[src/rtl/unified_mem_arbiter_if.sv]
// rtl/unified_mem_arbiter_if.sv - requester, RAM and stall signal bundle for the unified memory arbiter
interface unified_mem_arbiter_if #(
  parameter int ADDR_W = 32,
  parameter int DATA_W = 32
);
  // IF stage side
  logic              if_req;
  logic [ADDR_W-1:0] if_addr;
  logic              if_ready;
  logic [DATA_W-1:0] if_rdata;
  // MEM stage side
  logic              mem_rd;
  logic              mem_wr;
  logic [ADDR_W-1:0] mem_addr;
  logic [DATA_W-1:0] mem_wdata;
  logic              mem_ready;
  logic [DATA_W-1:0] mem_rdata;
  // RAM side
  logic              ram_req;
  logic              ram_we;
  logic [ADDR_W-1:0] ram_addr;
  logic [DATA_W-1:0] ram_wdata;
  logic              ram_ack;
  logic [DATA_W-1:0] ram_rdata;
  // pipeline control
  logic              pipe_stall;
  logic              fetch_stall;
  logic              bus_err;

  // arbiter view
  modport slave (
    input  if_req, if_addr, mem_rd, mem_wr, mem_addr, mem_wdata, ram_ack, ram_rdata,
    output if_ready, if_rdata, mem_ready, mem_rdata,
    output ram_req, ram_we, ram_addr, ram_wdata,
    output pipe_stall, fetch_stall, bus_err
  );

  // pipeline stages plus RAM view
  modport master (
    output if_req, if_addr, mem_rd, mem_wr, mem_addr, mem_wdata, ram_ack, ram_rdata,
    input  if_ready, if_rdata, mem_ready, mem_rdata,
    input  ram_req, ram_we, ram_addr, ram_wdata,
    input  pipe_stall, fetch_stall, bus_err
  );
endinterface

[src/rtl/unified_mem_arbiter.sv]
// rtl/unified_mem_arbiter.sv - shares one single-ported RAM between instruction fetch and load/store
module unified_mem_arbiter #(
  parameter int ADDR_W  = 32,
  parameter int DATA_W  = 32,
  parameter int TIMEOUT = 16
) (
  input logic                 clk,
  input logic                 rst,
  unified_mem_arbiter_if.slave bus
);

  localparam int CNT_W = $clog2(TIMEOUT + 1);

  typedef enum logic [1:0] {IDLE, IBUSY, DBUSY, RESP} state_t;

  state_t            state_q;
  logic              ram_req_q;
  logic              ram_we_q;
  logic [ADDR_W-1:0] ram_addr_q;
  logic [DATA_W-1:0] ram_wdata_q;
  logic              if_ready_q;
  logic              mem_ready_q;
  logic [DATA_W-1:0] if_rdata_q;
  logic [DATA_W-1:0] mem_rdata_q;
  logic              bus_err_q;
  logic [CNT_W-1:0]  wait_q;
  logic [CNT_W-1:0]  wait_d;

  logic mem_access;
  logic timeout_hit;
  logic pipe_stall;

  // A store wins over a load when both strobes are high, so any strobe means a data access.
  assign mem_access  = bus.mem_rd | bus.mem_wr;
  // wait_d counts the busy cycle now ending; reaching TIMEOUT means ram_req has been up TIMEOUT cycles.
  assign wait_d      = wait_q + CNT_W'(1);
  assign timeout_hit = (wait_d == CNT_W'(TIMEOUT));

  // Single access at a time: launch from IDLE, wait for ack or timeout, one RESP cycle, back to IDLE.
  always_ff @(posedge clk or posedge rst) begin
    if (rst) begin
      state_q     <= IDLE;
      ram_req_q   <= 1'b0;
      ram_we_q    <= 1'b0;
      ram_addr_q  <= '0;
      ram_wdata_q <= '0;
      if_ready_q  <= 1'b0;
      mem_ready_q <= 1'b0;
      if_rdata_q  <= '0;
      mem_rdata_q <= '0;
      bus_err_q   <= 1'b0;
      wait_q      <= '0;
    end else begin
      if_ready_q  <= 1'b0;
      mem_ready_q <= 1'b0;
      case (state_q)
        IDLE: begin
          wait_q <= '0;
          // Data first: the load/store belongs to an older instruction than the fetch.
          if (mem_access) begin
            state_q     <= DBUSY;
            ram_req_q   <= 1'b1;
            ram_we_q    <= bus.mem_wr;
            ram_addr_q  <= bus.mem_addr;
            ram_wdata_q <= bus.mem_wdata;
          end else if (bus.if_req) begin
            state_q    <= IBUSY;
            ram_req_q  <= 1'b1;
            ram_we_q   <= 1'b0;
            ram_addr_q <= bus.if_addr;
          end
        end
        IBUSY, DBUSY: begin
          wait_q <= wait_d;
          // An ack in the final allowed cycle still counts as a normal completion.
          if (bus.ram_ack || timeout_hit) begin
            ram_req_q <= 1'b0;
            state_q   <= RESP;
            if (state_q == IBUSY) begin
              if_ready_q <= 1'b1;
              if_rdata_q <= bus.ram_ack ? bus.ram_rdata : '0;
            end else begin
              mem_ready_q <= 1'b1;
              if (!ram_we_q) begin
                mem_rdata_q <= bus.ram_ack ? bus.ram_rdata : '0;
              end
            end
            if (!bus.ram_ack) begin
              bus_err_q <= 1'b1;
            end
          end
        end
        RESP: begin
          // Requesters still present the completed access here, so nothing is launched.
          wait_q  <= '0;
          state_q <= IDLE;
        end
        default: begin
          state_q <= IDLE;
        end
      endcase
    end
  end

  assign pipe_stall      = mem_access & ~mem_ready_q;
  assign bus.pipe_stall  = pipe_stall;
  assign bus.fetch_stall = pipe_stall | (bus.if_req & ~if_ready_q);

  assign bus.ram_req   = ram_req_q;
  assign bus.ram_we    = ram_we_q;
  assign bus.ram_addr  = ram_addr_q;
  assign bus.ram_wdata = ram_wdata_q;
  assign bus.if_ready  = if_ready_q;
  assign bus.if_rdata  = if_rdata_q;
  assign bus.mem_ready = mem_ready_q;
  assign bus.mem_rdata = mem_rdata_q;
  assign bus.bus_err   = bus_err_q;

endmodule

[src/flat_wrapper.sv]
// flat-port wrapper written by rule: the top's interface ports become plain ports
module unified_mem_arbiter_flat 
#(
  parameter int ADDR_W  = 32,
  parameter int DATA_W  = 32,
  parameter int TIMEOUT = 16
)
  (clk, rst, bus_if_req, bus_if_addr, bus_mem_rd, bus_mem_wr, bus_mem_addr, bus_mem_wdata, bus_ram_ack, bus_ram_rdata, bus_if_ready, bus_if_rdata, bus_mem_ready, bus_mem_rdata, bus_ram_req, bus_ram_we, bus_ram_addr, bus_ram_wdata, bus_pipe_stall, bus_fetch_stall, bus_bus_err);
  unified_mem_arbiter_if #(.ADDR_W(ADDR_W), .DATA_W(DATA_W)) bus_i ();
  input logic clk;
  input logic rst;
  input wire logic [$bits(bus_i.if_req)-1:0] bus_if_req;
  input wire logic [$bits(bus_i.if_addr)-1:0] bus_if_addr;
  input wire logic [$bits(bus_i.mem_rd)-1:0] bus_mem_rd;
  input wire logic [$bits(bus_i.mem_wr)-1:0] bus_mem_wr;
  input wire logic [$bits(bus_i.mem_addr)-1:0] bus_mem_addr;
  input wire logic [$bits(bus_i.mem_wdata)-1:0] bus_mem_wdata;
  input wire logic [$bits(bus_i.ram_ack)-1:0] bus_ram_ack;
  input wire logic [$bits(bus_i.ram_rdata)-1:0] bus_ram_rdata;
  output wire logic [$bits(bus_i.if_ready)-1:0] bus_if_ready;
  output wire logic [$bits(bus_i.if_rdata)-1:0] bus_if_rdata;
  output wire logic [$bits(bus_i.mem_ready)-1:0] bus_mem_ready;
  output wire logic [$bits(bus_i.mem_rdata)-1:0] bus_mem_rdata;
  output wire logic [$bits(bus_i.ram_req)-1:0] bus_ram_req;
  output wire logic [$bits(bus_i.ram_we)-1:0] bus_ram_we;
  output wire logic [$bits(bus_i.ram_addr)-1:0] bus_ram_addr;
  output wire logic [$bits(bus_i.ram_wdata)-1:0] bus_ram_wdata;
  output wire logic [$bits(bus_i.pipe_stall)-1:0] bus_pipe_stall;
  output wire logic [$bits(bus_i.fetch_stall)-1:0] bus_fetch_stall;
  output wire logic [$bits(bus_i.bus_err)-1:0] bus_bus_err;
  assign bus_i.if_req = bus_if_req;
  assign bus_i.if_addr = bus_if_addr;
  assign bus_i.mem_rd = bus_mem_rd;
  assign bus_i.mem_wr = bus_mem_wr;
  assign bus_i.mem_addr = bus_mem_addr;
  assign bus_i.mem_wdata = bus_mem_wdata;
  assign bus_i.ram_ack = bus_ram_ack;
  assign bus_i.ram_rdata = bus_ram_rdata;
  assign bus_if_ready = bus_i.if_ready;
  assign bus_if_rdata = bus_i.if_rdata;
  assign bus_mem_ready = bus_i.mem_ready;
  assign bus_mem_rdata = bus_i.mem_rdata;
  assign bus_ram_req = bus_i.ram_req;
  assign bus_ram_we = bus_i.ram_we;
  assign bus_ram_addr = bus_i.ram_addr;
  assign bus_ram_wdata = bus_i.ram_wdata;
  assign bus_pipe_stall = bus_i.pipe_stall;
  assign bus_fetch_stall = bus_i.fetch_stall;
  assign bus_bus_err = bus_i.bus_err;
  unified_mem_arbiter #(.ADDR_W(ADDR_W), .DATA_W(DATA_W), .TIMEOUT(TIMEOUT)) u_core (.clk(clk), .rst(rst), .bus(bus_i));
endmodule
[config.mk]
export PLATFORM = sky130hd
export DESIGN_NAME = unified_mem_arbiter_flat
export DESIGN_NICKNAME = d
export VERILOG_FILES = /design/src/rtl/unified_mem_arbiter_if.sv /design/src/rtl/unified_mem_arbiter.sv /design/src/flat_wrapper.sv
export SDC_FILE = /design/constraint.sdc
export NUM_CORES = 1
export LEC_CHECK = 0
export ABC_AREA = 1
export CAP_MARGIN = 20
export CORE_MARGIN = 2
export CORE_UTILIZATION = 23
export CTS_BUF_LIST = sky130_fd_sc_hd__clkbuf_4
export DETAILED_ROUTE_END_ITERATION = 6
export REMOVE_ABC_BUFFERS = 1
export SYNTH_ARGS = -nofsm -noshare
export SYNTH_HDL_FRONTEND = slang
export SYNTH_SLANG_ARGS = --single-unit
[constraint.sdc]
create_clock -name clk -period 4.1 [get_ports clk]
set_clock_uncertainty 0.05 [all_clocks]
set_input_delay 0.41 -clock clk [delete_from_list [all_inputs] [get_ports clk]]
set_output_delay 0.41 -clock clk [all_outputs]
set_load 0.01 [all_outputs]
; After elaboration in Yosys (flattened, before gate mapping)
; Index checks and enable logic that the tools add are counted.
[classes]
bitwise_logic = 9
mux = 20
eq_ne = 6
reduce_logical = 13
addsub = 1
[op_table]
columns = cell, count
row1 = $mux W32, 3
row2 = $mux W1, 11
row3 = $pmux W5 S2, 1
row4 = $reduce_and A3 Y1, 3
row5 = $mux W2, 3
row6 = $pmux W2 S3, 1
row7 = $reduce_and A2 Y1, 3
row8 = $add A5 B1 Y5 const B, 1
row9 = $eq A5 B5 Y1 const B, 1
row10 = $not A1 Y1, 5
row11 = $eq A2 B2 Y1 const B, 2
row12 = $reduce_and A4 Y1, 1
row13 = $reduce_bool A2 Y1, 2
row14 = $reduce_or A2 Y1, 2
row15 = $ne A3 B2 Y1 const B, 1
row16 = $and A1 B1 Y1, 2
row17 = $eq A2 B1 Y1 const B, 1
row18 = $logic_not A2 Y1, 1
row19 = $ne A2 B1 Y1 const B, 1
row20 = $or A1 B1 Y1, 2
row21 = $pmux W1 S2, 1
row22 = $logic_or A1 B1 Y1, 1
[totals]
output_inout_bits = 135
wordCells = 60
inputBits = 134
regBits = 140

; Logic depth before layout (Yosys ltp)
[logic_depth]
ltp_word = 5
ltp_mapped = 10

; Least setup slack after synthesis
; Ideal clock, no wire load.
[synth_path]
kind = reg2reg
from = register u_core.wait_q[0]
to = register u_core.mem_rdata_q[0], in the netlist u_core.bus.mem_rdata[0]
period_less_slack_ns = 1.592
required_time_ns = 3.932
arrival_time_ns = 1.424
slack_ns = 2.508
path_stages_with_launch = 11
setup_time_ns = 0.118
n_path_buf = 1
cell_sequence = dfrtp_1 ha_1 nand3_1 nand2_1 nand2_1 nand3_2 nand2_4 nand3_4 buf_6 nand2_1 o21ai_2
[synth_between]
elab_chain_len = 4
[synth_rtl]
columns = element, line_no
row1 = start: declaration, unified_mem_arbiter.sv:26  ; logic [CNT_W-1:0] wait_q;
row2 = start signal: assignment, unified_mem_arbiter.sv:74  ; wait_q <= wait_d;
row3 = $add A5 B1 Y5, unified_mem_arbiter.sv:36  ; assign wait_d = wait_q + CNT_W'(1);
row4 = $eq A5 B5 Y1, unified_mem_arbiter.sv:37  ; assign timeout_hit = (wait_d == CNT_W'(TIMEOUT));
row5 = $logic_or A1 B1 Y1, unified_mem_arbiter.sv:76  ; if (bus.ram_ack || timeout_hit) begin
row6 = $reduce_and A4 Y1 (no source line), n/a
row7 = end signal: assignment, unified_mem_arbiter.sv:85  ; mem_rdata_q <= bus.ram_ack ? bus.ram_rdata : '0;
row8 = end: declaration, unified_mem_arbiter.sv:24  ; logic [DATA_W-1:0] mem_rdata_q;
; Every way passes these cells.
; A chain may end at the register's enable or synchronous reset.

; Final worst setup path
[layout_path]
from = input bus_mem_wr
to = output bus_fetch_stall
[layout_between]
elab_chain_len = 3
[layout_rtl]
columns = element, line_no
row1 = start: declaration, flat_wrapper.sv:15  ; input wire logic [$bits(bus_i.mem_wr)-1:0] bus_mem_wr;
row2 = $or A1 B1 Y1, unified_mem_arbiter.sv:34  ; assign mem_access = bus.mem_rd | bus.mem_wr;
row3 = $and A1 B1 Y1, unified_mem_arbiter.sv:105  ; assign pipe_stall = mem_access & ~mem_ready_q;
row4 = $or A1 B1 Y1, unified_mem_arbiter.sv:107  ; assign bus.fetch_stall = pipe_stall | (bus.if_req & ~if_ready_q);
row5 = end: declaration, flat_wrapper.sv:29  ; output wire logic [$bits(bus_i.fetch_stall)-1:0] bus_fetch_stall;
; Every way passes these cells.

==> run_results.csv <==
group,metric,value,unit
sta,rsz0062_at_grt,"no",
route,final_antenna_net_count,0,
sta,fmax,352,MHz
clocking,root_buffer,"clkbuf_4",
die,die_h,163,um
route,routed_wl,18.1,mm
global_routing,grt_max_degree,94,
clocking,cts_tree,"built",
synthesis,yosys_warnings,0,
die,io_pins,269,
final_layout,final_nets,1022,
sta,fin_crit,2.84,ns
critical_path,reg2regPathDepth,10,
final_layout,area_growth_syn_to_layout,56.4,%
critical_path,cp.arrival,2.38,ns
route,drt_iter0_drc,352,
sta,fin_crit_sh,0.693,
synthesis,syn_avg_cell_area,9.30,sq um
global_routing,grt_use_total,0.136,
sta,final_max_slew_viol_count,0,
route,routed-via-count,5218,
die,rows,58,
critical_path,worstReg2RegEnd,"u_core.bus.mem_rdata[7]",
clocking,cts-hold-fix-buffers,0,
route,viasPerCell,4.25,
final_layout,drive_gt1_frac,0.0903,
critical_path,startpoint_type,"input pin",
worst_hold_path,min_path_type,"in -> async",
global_routing,grt_pass1_vias,5157,
clocking,postCtsSetupBuffers,0,
final_layout,layout_commonest_cell,"clkdlybuf4s50_1",
sta,tns,0,ns
placement,place_congestion,0.789,
sta,slew_headroom,0.422,
route,drt-wirelength-per-cell,14.7,um
critical_path,crit_path_end_kind,"output port",
sta,worst_pin_slew,0.866,ns
route,drt_pass1_iterations,4,
global_routing,antenna_found_initial,0,
final_layout,fillCellCount,2588,
critical_path,regToRegStartpoint,"u_core.wait_q[0]",
synthesis,synth_cell_types,25,
run_status,status,"completed",
power_and_ir_drop,p_per_area,688,nW/um^2
route,drc,0,
global_routing,grt_pass1_wl,28.2,mm
clocking,clkTransAtPathRegs,0.15,ns
die,dieArea,26600,sq um
clocking,cts_resized,0,
final_layout,layout_common_cells,"clkdlybuf4s50_1, nand2_1, dfrtp_1",
flow_run,maxCapViolCount,0,
clocking,worstSkewPairLatency,0.53,ns
power_and_ir_drop,cellLeakagePower,3.95,nW
clocking,cts.sinks,140,
power_and_ir_drop,power.total,6.27,mW
final_layout,antennaDiodeCount,0,
critical_path,worstSetupPathType,"in -> out",
synthesis,yosysSeqAreaShare,0.601,
synthesis,syn_inst,627,
die,fp.dieW,163,um
die,initial_core_util,0.233,
synthesis,ys_ff_latch,140,
critical_path,r2r_slack,1.60,ns
critical_path,path_max_fanout,34,
clocking,cts_htree_levels,4,
sta,setup-violations-final,0,
die,core-area,25000,sq um
power_and_ir_drop,ir_worst_vdd,0.000274,V
clocking,clock_path_buffers,2,
placement,port_buffers,268,
critical_path,worstPathRequired,3.64,ns
sta,timing_hold_violations_final,0,
global_routing,grt-ovfl-total,0,
synthesis,synth_area,5830,sq um
clocking,cts_made_buffers,17,
placement,dp_hpwl,12.8,mm
## worst max path at each step
stage	startpoint	end	slack, ns	cells past startpoint
floorplan	rst	u_core.bus.bus_err	-0.11	1
global placement	bus_mem_wr	u_core.bus.ram_wdata[1]	1.19	9
detailed placement	bus_mem_wr	u_core.bus.ram_wdata[6]	1.15	9
CTS	bus_mem_wr	bus_fetch_stall	1.22	5
global route	bus_mem_wr	bus_fetch_stall	1.12	5
finish	bus_mem_wr	bus_fetch_stall	1.26	5
## power by group
group          leakage [nW]  total, mW  internal (mW)  switching, mW
Combinational          2.07       2.97           1.53           1.45
Sequential             1.72       2.34           1.98          0.357
Clock                 0.158      0.955          0.383          0.572
## stage by stage
stage | utilization | instances | instance area [sq um] | hold slack [ns] | setup WS (ns)
5_1_grt | 0.364 | 1227 | 9120 | 0.292 | 1.12
6_report | 0.364 | 1227 | 9120 | 0.344 | 1.26
3_5_place_dp | 0.352 | 1195 | 8820 | 0.409 | 1.15
3_3_place_gp | 0.351 | 1194 | 8800 | 0.403 | 1.19
2_1_floorplan | - | 588 | 5610 | 0.403 | -0.113
4_1_cts | 0.364 | 1227 | 9120 | 0.266 | 1.22
## synthesized netlist by cell type
master	instances	area share
a21oi_1	3	0.0026
a31oi_1	32	0.034
buf_2	17	0.015
buf_4	2	0.0026
buf_6	6	0.012
clkbuf_1	14	0.0090
dfrtp_1	140	0.60
ha_1	4	0.0086
inv_1	16	0.010
mux2_2	1	0.0019
nand2_1	237	0.15
nand2_2	1	0.0011
nand2_4	1	0.0019
nand3_1	5	0.0043
nand3_2	1	0.0017
nand3_4	1	0.0030
nand4_1	2	0.0021
nor2_1	42	0.027
nor2_4	1	0.0019
nor3_1	1	0.00086
o21ai_0	64	0.055
o21ai_1	2	0.0017
o21ai_2	32	0.048
o21bai_1	1	0.0013
o22ai_1	1	0.0011
## state kept, by name (all words and copies together), names as in the netlist
| signal | flops |
|---|---|
| u_core.bus.ram_wdata | 32 |
| u_core.bus.mem_ready | 1 |
| u_core.bus.ram_we | 1 |
| u_core.bus.if_rdata | 32 |
| u_core.state_q | 2 |
| u_core.wait_q | 5 |
| u_core.bus.if_ready | 1 |
| u_core.bus.ram_addr | 32 |
| u_core.bus.bus_err | 1 |
| u_core.bus.ram_req | 1 |
| u_core.bus.mem_rdata | 32 |
## area by class of cell
type                            instances  area (sq um)  share of cell area
Sequential cell                       140          3500               0.384
Timing Repair Buffer                  277          2780               0.305
Multi-Input combinational cell        432          2060               0.226
Tap cell                              330           413              0.0453
Clock inverter                         14           158              0.0173
Clock buffer                           18           135              0.0148
Inverter                               16          65.1             0.00714
## per-layer routing
metal,up-vias,part of all wire,GRT usage
li1,2561,-,-
met1,2431,0.44,0.170
met2,218,0.46,0.219
met3,8,0.098,0.0559
met4,0,0.0070,0.0326
met5,-,0,0
## critical path: stages
cell and delay, ns:
clkdlybuf4s50_1 0.39, buf_4 0.23, nor2_2 0.59, o22ai_1 0.21, clkdlybuf4s50_1 0.53
## cell families after synthesis
| logic type | Yosys count | share of synthesized area |
|---|---|---|
| AND/OR/NAND/NOR | 292 | 0.197 |
| flip-flops | 140 | 0.601 |
| AO/OA/AOI/OAI | 135 | 0.144 |
| buffers and inverters | 55 | 0.0481 |
| adder cells (fa/ha/maj) | 4 | 0.00858 |
| multiplexers | 1 | 0.00193 |
Note: power is estimated with default switching activity, not from simulation.
